<file path="config.mk">
export PLATFORM = sky130hd
export DESIGN_NAME = load_store_unit
export DESIGN_NICKNAME = d
export VERILOG_FILES = /design/src/rtl/load_store_unit.sv
export SDC_FILE = /design/constraint.sdc
export NUM_CORES = 1
export LEC_CHECK = 0
export BUFFER_PORTS_ARGS = -buffer_cell sky130_fd_sc_hd__buf_2
export CORE_MARGIN = 3
export CORE_UTILIZATION = 48
export DETAILED_ROUTE_END_ITERATION = 10
export GPL_TIMING_DRIVEN = 0
export MAX_ROUTING_LAYER = met4
export PLACE_DENSITY_LB_ADDON = 0.3
export RECOVER_POWER = 25
export SLEW_MARGIN = 10
export SYNTH_ARGS = -nofsm -noshare
export SYNTH_HDL_FRONTEND = slang
export SYNTH_SLANG_ARGS = --single-unit
</file>
<file path="constraint.sdc">
create_clock -name clk -period 2.3 [get_ports clk]
set_input_delay 0.115 -clock clk [delete_from_list [all_inputs] [get_ports clk]]
set_output_delay 0.115 -clock clk [all_outputs]
set_load 0.02 [all_outputs]
</file>
<file path="src/rtl/load_store_unit.sv">
// Byte-serial load/store unit: splits word/byte CPU accesses into beats on a byte-wide memory.
// Optional feature macro LSU_SIGNED_LOAD_EN enables sign extension of byte loads.
module load_store_unit #(
    parameter int unsigned ADDRESS_WIDTH = 32,
    parameter int unsigned DATA_WIDTH    = 32
) (
    input  logic                     clk,
    input  logic                     rst,
    input  logic                     req_valid,
    output logic                     req_ready,
    input  logic                     req_we,
    input  logic                     req_byte,
    input  logic                     req_signed,
    input  logic [ADDRESS_WIDTH-1:0] req_addr,
    input  logic [DATA_WIDTH-1:0]    req_wdata,
    output logic                     rsp_valid,
    output logic [DATA_WIDTH-1:0]    rsp_rdata,
    output logic [ADDRESS_WIDTH-1:0] mem_addr,
    output logic [7:0]               mem_wdata,
    output logic                     mem_we,
    input  logic [7:0]               mem_rdata
);

    typedef enum logic [1:0] {StIdle, StXfer, StResp} state_e;

    state_e                   state_q, state_d;
    logic [1:0]               beat_q, beat_d;
    logic [ADDRESS_WIDTH-1:0] addr_q, addr_d;
    logic                     we_q, we_d;
    logic                     byte_q, byte_d;
    logic [31:0]              wdata_q, wdata_d;
    logic [31:0]              rbuf_q, rbuf_d;
    logic [DATA_WIDTH-1:0]    rdata_q, rdata_d;
    logic [DATA_WIDTH-1:0]    byte_ext;
    logic                     last_beat;

`ifdef LSU_SIGNED_LOAD_EN
    logic signed_q, signed_d;
`else
    logic unused_signed;
    assign unused_signed = req_signed;
`endif

    assign last_beat = byte_q ? (beat_q == 2'd0) : (beat_q == 2'd3);

    always_comb begin
        byte_ext = DATA_WIDTH'(mem_rdata);
`ifdef LSU_SIGNED_LOAD_EN
        if (signed_q) begin
            byte_ext = {{(DATA_WIDTH-8){mem_rdata[7]}}, mem_rdata};
        end
`endif
    end

    always_comb begin
        state_d  = state_q;
        beat_d   = beat_q;
        addr_d   = addr_q;
        we_d     = we_q;
        byte_d   = byte_q;
        wdata_d  = wdata_q;
        rbuf_d   = rbuf_q;
        rdata_d  = rdata_q;
`ifdef LSU_SIGNED_LOAD_EN
        signed_d = signed_q;
`endif
        unique case (state_q)
            StIdle: begin
                if (req_valid) begin
                    addr_d   = req_addr;
                    we_d     = req_we;
                    byte_d   = req_byte;
                    wdata_d  = req_wdata[31:0];
`ifdef LSU_SIGNED_LOAD_EN
                    signed_d = req_signed;
`endif
                    beat_d   = 2'd0;
                    state_d  = StXfer;
                end
            end
            StXfer: begin
                if (!we_q) begin
                    rbuf_d[{beat_q, 3'b000} +: 8] = mem_rdata;
                end
                if (last_beat) begin
                    state_d = StResp;
                    // Result register only moves on load completion so it stays stable across stores.
                    if (!we_q) begin
                        rdata_d = byte_q ? byte_ext : DATA_WIDTH'(rbuf_d);
                    end
                end else begin
                    beat_d = beat_q + 2'd1;
                end
            end
            StResp: begin
                state_d = StIdle;
            end
            default: begin
                state_d = StIdle;
            end
        endcase
    end

    always_comb begin
        req_ready = (state_q == StIdle);
        rsp_valid = (state_q == StResp);
        rsp_rdata = rdata_q;
        mem_we    = 1'b0;
        mem_addr  = '0;
        mem_wdata = 8'h00;
        if (state_q == StXfer) begin
            mem_we    = we_q;
            mem_addr  = addr_q + ADDRESS_WIDTH'(beat_q);
            mem_wdata = wdata_q[{beat_q, 3'b000} +: 8];
        end
    end

    always_ff @(posedge clk) begin
        if (rst) begin
            state_q  <= StIdle;
            beat_q   <= 2'd0;
            addr_q   <= '0;
            we_q     <= 1'b0;
            byte_q   <= 1'b0;
            wdata_q  <= 32'h0;
            rbuf_q   <= 32'h0;
            rdata_q  <= '0;
`ifdef LSU_SIGNED_LOAD_EN
            signed_q <= 1'b0;
`endif
        end else begin
            state_q  <= state_d;
            beat_q   <= beat_d;
            addr_q   <= addr_d;
            we_q     <= we_d;
            byte_q   <= byte_d;
            wdata_q  <= wdata_d;
            rbuf_q   <= rbuf_d;
            rdata_q  <= rdata_d;
`ifdef LSU_SIGNED_LOAD_EN
            signed_q <= signed_d;
`endif
        end
    end

endmodule

</file>
After elaboration in Yosys (flattened, before gate mapping)
Cells that the tools add are included.

operators by class
  add/sub/neg operators = 3
  equal/unequal tests = 6
  shifts and indexed selects = 3
  multiplexer cells = 13
  bitwise operators = 1
  reductions and logical operators = 7

operator list
  kind                      count
  $mux W32                  3
  $add A32 B2 Y32           1
  $bwmux W32                1
  $shift A8 B7 Y32 const A  1
  $shiftx A32 B6 Y8         1
  $shiftx A8 B7 Y32         1
  $mux W2                   4
  $mux W8                   1
  $pmux W2 S2               2
  $neg A5 Y7                1
  $ne A2 B2 Y1 const B      3
  $reduce_and A3 Y1         2
  $eq A2 B2 Y1 const B      2
  $logic_not A2 Y1          2
  $reduce_and A2 Y1         2
  $add A2 B1 Y2 const B     1
  $eq A2 B1 Y1 const B      1
  $mux W1                   2
  $reduce_bool A2 Y1        1
  $not A1 Y1                1

word-level totals
  bits in registers = 134
  input bits = 78
  output and inout port bits = 75

Depth between registers and ports, before layout
Gate-level depths: netlist (run 1).

  depth in word-level cells = 5
  mapped depth = 9
  depth with buffers taken out = 6

Least setup slack after synthesis (run 1)
No wires, ideal clock.

  path kind = reg-to-output
  from = register beat_q[0]
  to = output mem_addr[28]
  arrival time = 2,423 ps
  path slack = -238 ps
  cell stages (with the launch flop) = 8
  path buffers = 1
  cell sequence = dfxtp_1 ha_1 fa_1 nand4_2 or3_4 buf_6 or4_1 a21oi_1

on the way
  longest elaborated chain between the ends = 2

ends and longest elaborated chain
  element                   line  source
  start: declaration        27    logic [1:0] beat_q, beat_d;
  start signal: assignment  133   beat_q <= beat_d;
  $add A32 B2 Y32           113   mem_addr = addr_q + ADDRESS_WIDTH'(beat_q);
  $mux W32                  111   if (state_q == StXfer) begin
  end: declaration          18    output logic [ADDRESS_WIDTH-1:0] mem_addr,

No other way between the ends.

Worst setup path after layout (run 1)
  from = register addr_q[13]
  to = output mem_addr[29]

on the way
  longest elaborated chain between the ends = 2

ends and longest elaborated chain
  element                   line  source
  start: declaration        28    logic [ADDRESS_WIDTH-1:0] addr_q, addr_d;
  start signal: assignment  134   addr_q <= addr_d;
  $add A32 B2 Y32           113
  $mux W32                  111

No other way between the ends.

==> results of run 1 <==
## area by class of cell
| class | instances | area share (%) |
|---|---|---|
| Timing Repair Buffer | 231 | 17.5 |
| Sequential cell | 134 | 30.0 |
| Clock inverter | 8 | 0.790 |
| Tap cell | 168 | 2.33 |
| Inverter | 22 | 0.956 |
| Multi-Input combinational cell | 562 | 39.8 |
| Clock buffer | 24 | 5.56 |
| Buffer | 59 | 3.04 |
## metrics by stage
stage          cell area (um^2)  instances  util (%)
3_3_place_gp               7230       1098      58.7
3_5_place_dp               7230       1098      58.7
4_1_cts                    8840       1205      71.8
6_report                   9030       1208      73.3
5_1_grt                    9030       1208      73.3
2_1_floorplan              6270        780         -
## final timing paths
path,start,endpoint,slack (ns)
hold / removal,mem_rdata[7],rbuf_q[7],0.05
hold reg to reg,wdata_q[16],wdata_q[16],0.45
setup / recovery,addr_q[13],mem_addr[29],-0.41
setup reg to reg,beat_q[1],rsp_rdata[2],-0.16
## per-layer routing
layer	GRT usage [%]	up-vias
li1	-	3240
met1	36.9	3240
met2	45.8	345
met3	6.79	73
met4	11.9	0
met5	-	-
## what timing repair did
action                                  4_1_cts  5_1_grt
gates resized for setup                      69       65
endpoints found under the hold margin        66        0
pin swaps                                    12       11
endpoints found under the setup margin       83       96
hold buffers                                 66        0
setup buffers                                 9        6
gates cloned                                  1        0
## critical path: cells and delay by family, from the launching register on
family / cells / cell delay [ns]
AND/OR/NAND/NOR: 3 / 1.07
flip-flops: 1 / 0.44
buffers and inverters: 2 / 0.46
AO/OA/AOI/OAI: 1 / 0.20
## kinds of logic after synthesis
family          count (synthesis)  synth area share [%]
compound gates                177                  18.8
xor+xnor                       11                  1.55
fa+ha+maj                       9                  1.93
buf+inv                        84                  5.26
flops                         134                  43.2
mux                            10                  3.22
simple gates                  355                  26.0
## Yosys cell counts (all sizes together), types with 9 or more instances
cell type,number,area (um^2)
nand2,148,556
nand3,14,75.1
o31ai,9,67.6
nor2,97,364
or4,10,75.1
a22oi,32,240
nor3,29,145
a32o,16,160
inv,22,82.6
clkbuf,55,206
and2,16,100
a21oi,85,425
nand4,10,68.8
dfxtp,134,2680
## sequential cells by signal, indices dropped and copies added (netlist names)
register   cells
addr_q        32
beat_q         2
byte_q         1
rbuf_q        32
rsp_rdata     32
state_q        2
wdata_q       32
we_q           1
## report_power, final
part           switching [W]  internal (W)
sequential          0.000112       0.00246
combinational       0.000572      0.000399
clock               0.000982       0.00162
total                0.00167       0.00448
==> results.yml, run 1 <==
status:
  outcome: "complete, but fails checks"
  violations: "setup timing"
synthesis:
  synth_warnings: 0
  synth_seq_cells: 134
  syn_area_per_cell_um2: 7.96
  syn-num-nets: 867
  synth-edff-count: 0
  netlist_instances: 780
  synth_cell_types: 44
  synth_area_mm2: 0.00621
  yosysSeqAreaShare_pct: 43.2
  ys.flop_type: "dfxtp_1"
  async_reset_ff_share_pct: 0
detailed_routing:
  wl_met1_um: 8600
  dr_total_vias: 6898
  drt-total-wl_um: 21100
  topRoutingLayerUsed: "met4"
  wl_met3_um: 1700
  firstDrtPassIters: 5
  wl_met2_um: 9950
  via_per_inst: 5.71
  drc: 0
  wl_per_cell_um: 17.4
  drt_iter0_drc: 733
  drtAntennaViolNets: 0
timing:
  setup_tns_ns: -6.73
  period_minus_slack_ns: 2.71
  relSlewSlack_pct: 48.9
  slew_violations: 0
  fmax_ghz: 0.369
  rsz0062_at_grt: "yes"
  finalCritPeriodShare_pct: 118
  setup_violations: 50
  hold_viol: 0
  finalHoldWorstSlack_ns: 0.0521
  tightest_slew_ns: 0.744
  worst_slack_ns: -0.411
  clock_skew_ns: 0.00550
layout:
  final_common_cell: "nand2_1"
  area_growth_pct: 45.3
  layout-drive-gt1-share_pct: 24.3
  register_area_mm2: 0.00271
  nets: 1114
  n_antenna_cell: 0
  nFillCells: 909
  multi_input_comb_area_mm2: 0.00359
  layout_common_cells: "nand2_1 (146), dfxtp_1 (122), buf_2 (98), nor2_1 (97)"
die:
  die_y_um: 120
  fp.dieW_um: 120
  start_util_pct: 50.4
  rows: 40
  fp.dieArea_mm2: 0.0143
  io_pins: 153
  core_area_mm2: 0.0123
placed_design:
  hpwl_um: 13300
  globalplace.congestion: 0.905
  place_ws_ns: -0.695
  port_buffers: 150
clock_tree:
  clk_latency_ns: 0.43
  cts.sinks: 134
  root_buffer: "clkbuf_16"
  htree_levels: 4
  cts_buffers: 17
  clockBufferDepth: 2
  cts_tree: "yes"
  path_clk_slew_ns: 0.06
global_route:
  overflow: 0
  grt_pass1_vias: 6329
  grt_max_degree: 17
  antenna_found_initial: 0
  grt_pass1_wl_um: 32500
  grt_usage_pct: 29.3
worst_setup_path:
  critPathKind: "reg -> out"
  path_cells: "and4_1 -> nand4_1 -> clkbuf_1 -> or4_1 -> a21oi_1 -> buf_4"
  slowest_stage: "or4_1"
  path_max_fanout: 10
  critPathArrivalTime_ns: 2.60
  worst_setup_path_start_kind: "flip-flop"
  cp.required_ns: 2.18
  r2r_cells: 8
  slowest_delay_ns: 0.52
  critPathCaptureType: "output port"
power_and_ir_drop:
  pwr_density_cell_mw_per_mm2: 681
  leakagePower_nw: 3.53
  power_w: 0.00615
  peakVddDrop_v: 0.000516
worst_hold_path:
  min_path_cells: 3
  hold_path_class: "in -> reg"
job:
  cap_violations: 0
(Power assumes the default switching activity.)
==> run 2: changes to the inputs <==
- ABC_AREA: unset -> 1
- CORE_UTILIZATION: 48 -> 49
==> run 2 against run 1 <==
  * Clock power rose by 15%
  * Critical path depth rose by 2
  * Sequential power rose by 3%
  * Worst hold slack got worse by 0.034 ns
  * The flow now finishes without violations
  * Fmax rose by 20%
  * Non-clock buffer count fell by 28
  * Area after synthesis rose by 7.7%
  * First-iteration DRC count fell by 20%
  * Power rose by 13%
  * Sequential share of layout area fell by 0.31 points
  * Sequential cell count did not move
==> results.yml, run 2 <==
synthesis:
  synth_seq_cells: 134
  synth_area_mm2: 0.00669
  synth_warnings: 0
  synth_xor_area_share_pct: 0.524
  yosysTopAreaCell: "dfxtp_1"
  yosys-top-cells-area: "dfxtp_1 (40%), nor2_1 (13%), nand2_1 (11%), o21ai_0 (10%), a21oi_1 (6.0%)"
  netlist_instances: 1020
  synth_cell_types: 28
  yosysSeqAreaShare_pct: 40.1
  synth.area.mux_share_pct: 0
  syn-num-nets: 1107
  synth_top_area_share_pct: 40.1
  async_reset_ff_share_pct: 0
  syn_area_per_cell_um2: 6.56
  synth-edff-count: 0
  synth_adder_area_share_pct: 1.80
  synth_most_common_cell: "nor2_1"
  synth_top_family_by_area: "simple AND/OR/NAND/NOR gates"
  synth_common_cells: "nor2_1 (232), nand2_1 (193), o21ai_0 (135)"
  ys.flop_type: "dfxtp_1"
  synthSimpleGateAreaFrac_pct: 27.9
  synth_compound_area_share_pct: 20.6
timing:
  finalCritPeriodShare_pct: 98.3
  clock_skew_ns: 0.0105
  setup_violations: 0
  finalHoldWorstSlack_ns: 0.0184
  worst_slack_ns: 0.0385
  slew_violations: 0
  period_minus_slack_ns: 2.26
  tightest_slew_ns: 0.762
  relSlewSlack_pct: 49.2
  hold_viol: 0
  rsz0062_at_grt: "yes"
  fmax_ghz: 0.442
status:
  outcome: "finished clean"
detailed_routing:
  drc: 0
  drtAntennaViolNets: 0
  drt_iter0_drc: 583
  via_per_inst: 5.21
  wl_per_cell_um: 14.9
  dr_total_vias: 7501
  firstDrtPassIters: 5
  drt-total-wl_um: 21500
layout:
  register_area_mm2: 0.00269
  nFillCells: 1194
  final_common_cell: "nor2_1"
  layout-drive-gt1-share_pct: 18.5
  final_core_util_pct: 68.1
  multi_input_comb_area_mm2: 0.00355
  design_area_mm2: 0.00906
  area_growth_pct: 35.4
  layout_common_cells: "nor2_1 (221), nand2_1 (189), dfxtp_1 (131), o21ai_0 (129), buf_2 (121)"
  n_antenna_cell: 0
  nets: 1337
clock_tree:
  clk_latency_ns: 0.42
  cts.sinks: 134
  clockBufferDepth: 2
  cts_tree: "yes"
  cts_buffers: 17
  root_buffer: "clkbuf_16"
  path_clk_slew_ns: 0.06
  htree_levels: 4
global_route:
  antenna_found_initial: 0
  grt_max_degree: 17
  overflow: 0
  grt_pass1_vias: 6860
  grt_usage_pct: 28.8
  grt_pass1_wl_um: 33100
placed_design:
  placed_area_mm2: 0.00766
  globalplace.congestion: 0.945
  hpwl_um: 15300
  port_buffers: 150
  place_ws_ns: -0.346
job:
  cap_violations: 0
worst_setup_path:
  worst_setup_path_start_kind: "flip-flop"
  critPathCaptureType: "output port"
  cp.required_ns: 2.18
  path_max_fanout: 5
  critPathArrivalTime_ns: 2.15
  critPathKind: "reg -> out"
power_and_ir_drop:
  leakagePower_nw: 3.93
  peakVddDrop_v: 0.000684
  pwr_density_cell_mw_per_mm2: 769
die:
  die_y_um: 123
  io_pins: 153
  start_util_pct: 50.3
  rows: 42
  fp.dieArea_mm2: 0.0151
  fp.dieW_um: 123
  core_area_mm2: 0.0133
worst_hold_path:
  hold_path_class: "in -> reg"
run 2: worst paths after layout:
check / start / cells after the start / slack, ns / to
setup / recovery: beat_q[0] / 8 / 0.04 / mem_addr[10]
hold reg to reg: rsp_rdata[17] / 2 / 0.47 / rsp_rdata[17]
hold / removal: req_addr[28] / 3 / 0.02 / addr_q[28]
setup reg to reg: beat_q[0] / 9 / 0.11 / rsp_rdata[21]
run 2: power breakdown:
group	internal, W	switching (W)
Clock	0.00198	0.00102
Sequential	0.00251	0.000137
Combinational	0.000471	0.000842
run 2: cell type report:
| class | count | area share (%) |
|---|---|---|
| plain buffers | 51 | 2.80 |
| clock buffers | 20 | 5.04 |
| clock inverters | 12 | 2.20 |
| inverters | 95 | 3.99 |
| multi-input cells | 740 | 39.2 |
| flip-flops and latches | 134 | 29.7 |
| well taps | 176 | 2.43 |
| repair buffers | 211 | 14.6 |
run 2: cell families after synthesis:
logic type | Yosys count
and+or+nand+nor | 470
AOI/OAI and AO/OA | 257
buffers and inverters | 146
DFF | 134
adders and majority gates | 9
xor gates and xnor gates | 4
run 2: metrics by stage:
step / power, W / std cells / TNS [ns]
2_1_floorplan: 0.00347 / 1020 / 0
4_1_cts: 0.00693 / 1436 / 0
3_3_place_gp: 0.00383 / 1346 / -6.09
3_5_place_dp: 0.00385 / 1346 / -7.83
6_report: 0.00696 / 1439 / 0
5_1_grt: 0.00726 / 1439 / -0.137
run 2: per-layer routing:
layer / vias to the layer above / part of all wire [%] / global-route usage (%)
li1: 3740 / - / -
met1: 3440 / 45 / 38.4
met2: 277 / 47 / 45.3
met3: 44 / 5.5 / 4.84
met4: 0 / 2.2 / 8.61
met5: - / 0 / -
run 2: timing repair:
action | CTS | global route
endpoints found under the setup margin | 80 | 70
setup buffers | 2 | 3
hold buffers | 56 | 0
pin swaps | 3 | 4
hold endpoints to repair | 56 | 0
resized for setup | 25 | 39
run 2: worst max-delay path: stages (launching register included):
cell and delay [ns]:
dfxtp_4 0.36, ha_4 0.17, fa_2 0.39, nand2_4 0.12
nor2_4 0.06, nand3_4 0.10, o21ai_0 0.10, a21oi_1 0.22
buf_2 0.21
==> run 3: changes to the inputs <==
- CORE_ASPECT_RATIO: unset -> 0.75
==> run 3 against run 2 <==
  * First-iteration DRC count is 25% higher
  * Die area hardly changed
  * Count of clock-buffer cells in the layout is 3 lower
  * Highest routed layer unchanged
  * Non-clock buffer count is 4 lower
  * Clock skew is 0.0018 ns higher
  * Critical path type unchanged
  * Global-route usage is 0.77 points higher
==> results.yml, run 3 (synthesis gave the netlist of run 2 again) <==
status:
  outcome: "finished clean"
power_and_ir_drop:
  leakagePower_nw: 3.89
  p_sw_w: 0.00213
  power_w: 0.00673
  comb_power_share_pct: 19.4
  p_clk_share_pct: 41.3
  peakVddDrop_v: 0.000649
  p_seq_share_pct: 39.4
  p_int_w: 0.00460
  pwr_density_cell_mw_per_mm2: 752
  swShare_pct: 31.6
layout:
  final_cell_count_no_fill: 1430
  nFillCells: 1143
  n_antenna_cell: 0
  nets: 1333
  layout-drive-gt1-share_pct: 18.7
  final_common_cell: "nor2_1"
  layout_common_cells: "nor2_1 (224), nand2_1 (189), dfxtp_1 (131), o21ai_0 (130), buf_2 (117)"
  area_growth_pct: 33.8
  register_area_mm2: 0.00269
  multi_input_comb_area_mm2: 0.00353
  design_area_mm2: 0.00895
  final_core_util_pct: 68.0
clock_tree:
  cts_tree: "yes"
  htree_levels: 4
  clk_latency_ns: 0.42
  path_clk_slew_ns: 0.06
  cts.sinks: 134
  cts_buffers: 17
  root_buffer: "clkbuf_16"
  clockBufferDepth: 2
placed_design:
  hpwl_um: 15500
  place_inst: 1341
  placed_area_mm2: 0.00766
  port_buffers: 150
  globalplace.congestion: 0.983
worst_hold_path:
  hold_path_class: "in -> reg"
  min_path_cells: 3
  hp-start: "req_addr[19]"
  hold_path_end: "addr_q[19]"
timing:
  setup_violations: 0
  fmax_ghz: 0.450
  relSlewSlack_pct: 53.1
  period_minus_slack_ns: 2.22
  tightest_slew_ns: 0.704
  hold_viol: 0
  setup_tns_ns: 0
  slew_violations: 0
  finalCritPeriodShare_pct: 96.6
  rsz0062_at_grt: "yes"
  clock_skew_ns: 0.0123
detailed_routing:
  drt_iter0_drc: 728
  firstDrtPassIters: 5
  drt-total-wl_um: 21800
  via_per_inst: 5.30
  dr_total_vias: 7582
  drc: 0
  drtAntennaViolNets: 0
  wl_per_cell_um: 15.3
global_route:
  grt_max_degree: 17
  overflow: 0
  grt_pass1_wl_um: 34900
  grt_pass1_vias: 7154
  antenna_found_initial: 0
  grt_usage_pct: 29.6
die:
  fp.dieW_um: 141
  core_area_mm2: 0.0132
  rows: 36
  io_pins: 153
  fp.dieArea_mm2: 0.0151
  start_util_pct: 50.9
  die_y_um: 107
worst_setup_path:
  cp.required_ns: 2.18
  r2r_cells: 10
  critPathKind: "reg -> out"
  reg2reg_slack_ns: 0.13
  critPathCaptureType: "output port"
  worst_setup_path_start_kind: "flip-flop"
  critPathArrivalTime_ns: 2.11
  reg2reg_to: "rsp_rdata[14]"
  r2r_start: "beat_q[0]"
  path_max_fanout: 5
job:
  cap_violations: 0
==> run 3: cell count changes in the layout (fill, tap and decap cells not counted), sizes merged <==
| cell | previous run | this run |
|---|---|---|
| inv | 93 | 99 |
| bufinv | 5 | 2 |
| clkbuf | 83 | 80 |
| dlygate4sd3 | 56 | 53 |
| buf | 143 | 142 |
| clkinv | 7 | 6 |
| clkinvlp | 2 | 3 |
==> run 3: what timing repair did <==
item,4_1_cts,5_1_grt
endpoints found under the setup margin,79,82
pin swaps,1,10
hold endpoints to repair,53,0
setup buffers,1,3
hold buffers,53,0
resized for setup,24,46
==> run 3: critical path: stages, from the launching register on <==
cell     delay (ns)
dfxtp_4        0.37
ha_4           0.17
fa_2           0.39
nand2_4        0.13
nor2_4         0.05
nand3_2        0.13
inv_1          0.08
nand2_1        0.07
nand2_1        0.05
nand2_1        0.05
nor2_1         0.04
buf_4          0.17
==> run 3: how the worst max path moves through the flow <==
stage,startpoint,endpoint,slack (ns),cells after the start
3_3_place_gp,beat_q[1],rsp_rdata[23],-0.39,7
2_1_floorplan,beat_q[0],rbuf_q[13],0.30,10
4_1_cts,beat_q[0],rsp_rdata[29],-0.004,10
3_5_place_dp,beat_q[1],rsp_rdata[23],-0.39,7
6_report,beat_q[0],mem_addr[26],0.08,11
5_1_grt,beat_q[0],mem_addr[16],-0.02,10
==> run 3: metrics by stage <==
| stage | worst slack, ns | hold WS [ns] |
|---|---|---|
| finish | 0.0783 | 0.00403 |
| global route | -0.0248 | 0.0223 |
| CTS | -0.00443 | 0.00458 |
| detailed placement | -0.389 | 0.360 |
| global placement | -0.390 | 0.353 |
| floorplan | 0.305 | 0.264 |
==> run 3: cell type report <==
cell class | instances | area share (%)
Buffer | 51 | 2.85
Clock buffer | 17 | 4.75
Clock inverter | 15 | 1.87
Inverter | 95 | 4.11
Multi-Input combinational cell | 740 | 39.5
Sequential cell | 134 | 30.0
Tap cell | 171 | 2.39
Timing Repair Buffer | 207 | 14.5
==> run 3: power by group through the flow <==
| stage | Combinational [W] | Sequential [W] | Clock (W) |
|---|---|---|---|
| after global placement | 0.00114 | 0.00268 | 0 |
| after CTS | 0.00126 | 0.00264 | 0.00278 |
| after global routing | 0.00146 | 0.00267 | 0.00288 |
| after detailed placement | 0.00117 | 0.00269 | 0 |
| after floorplan | 0.000806 | 0.00266 | 0 |
| final | 0.00130 | 0.00265 | 0.00278 |
==> run 3: layer usage <==
metal | up-vias | track usage (%) | wire length [um]
li1 | 3727 | - | -
met1 | 3468 | 40.4 | 9780
met2 | 337 | 44.3 | 9590
met3 | 50 | 6.06 | 1970
met4 | 0 | 9.61 | 494
met5 | - | - | 0
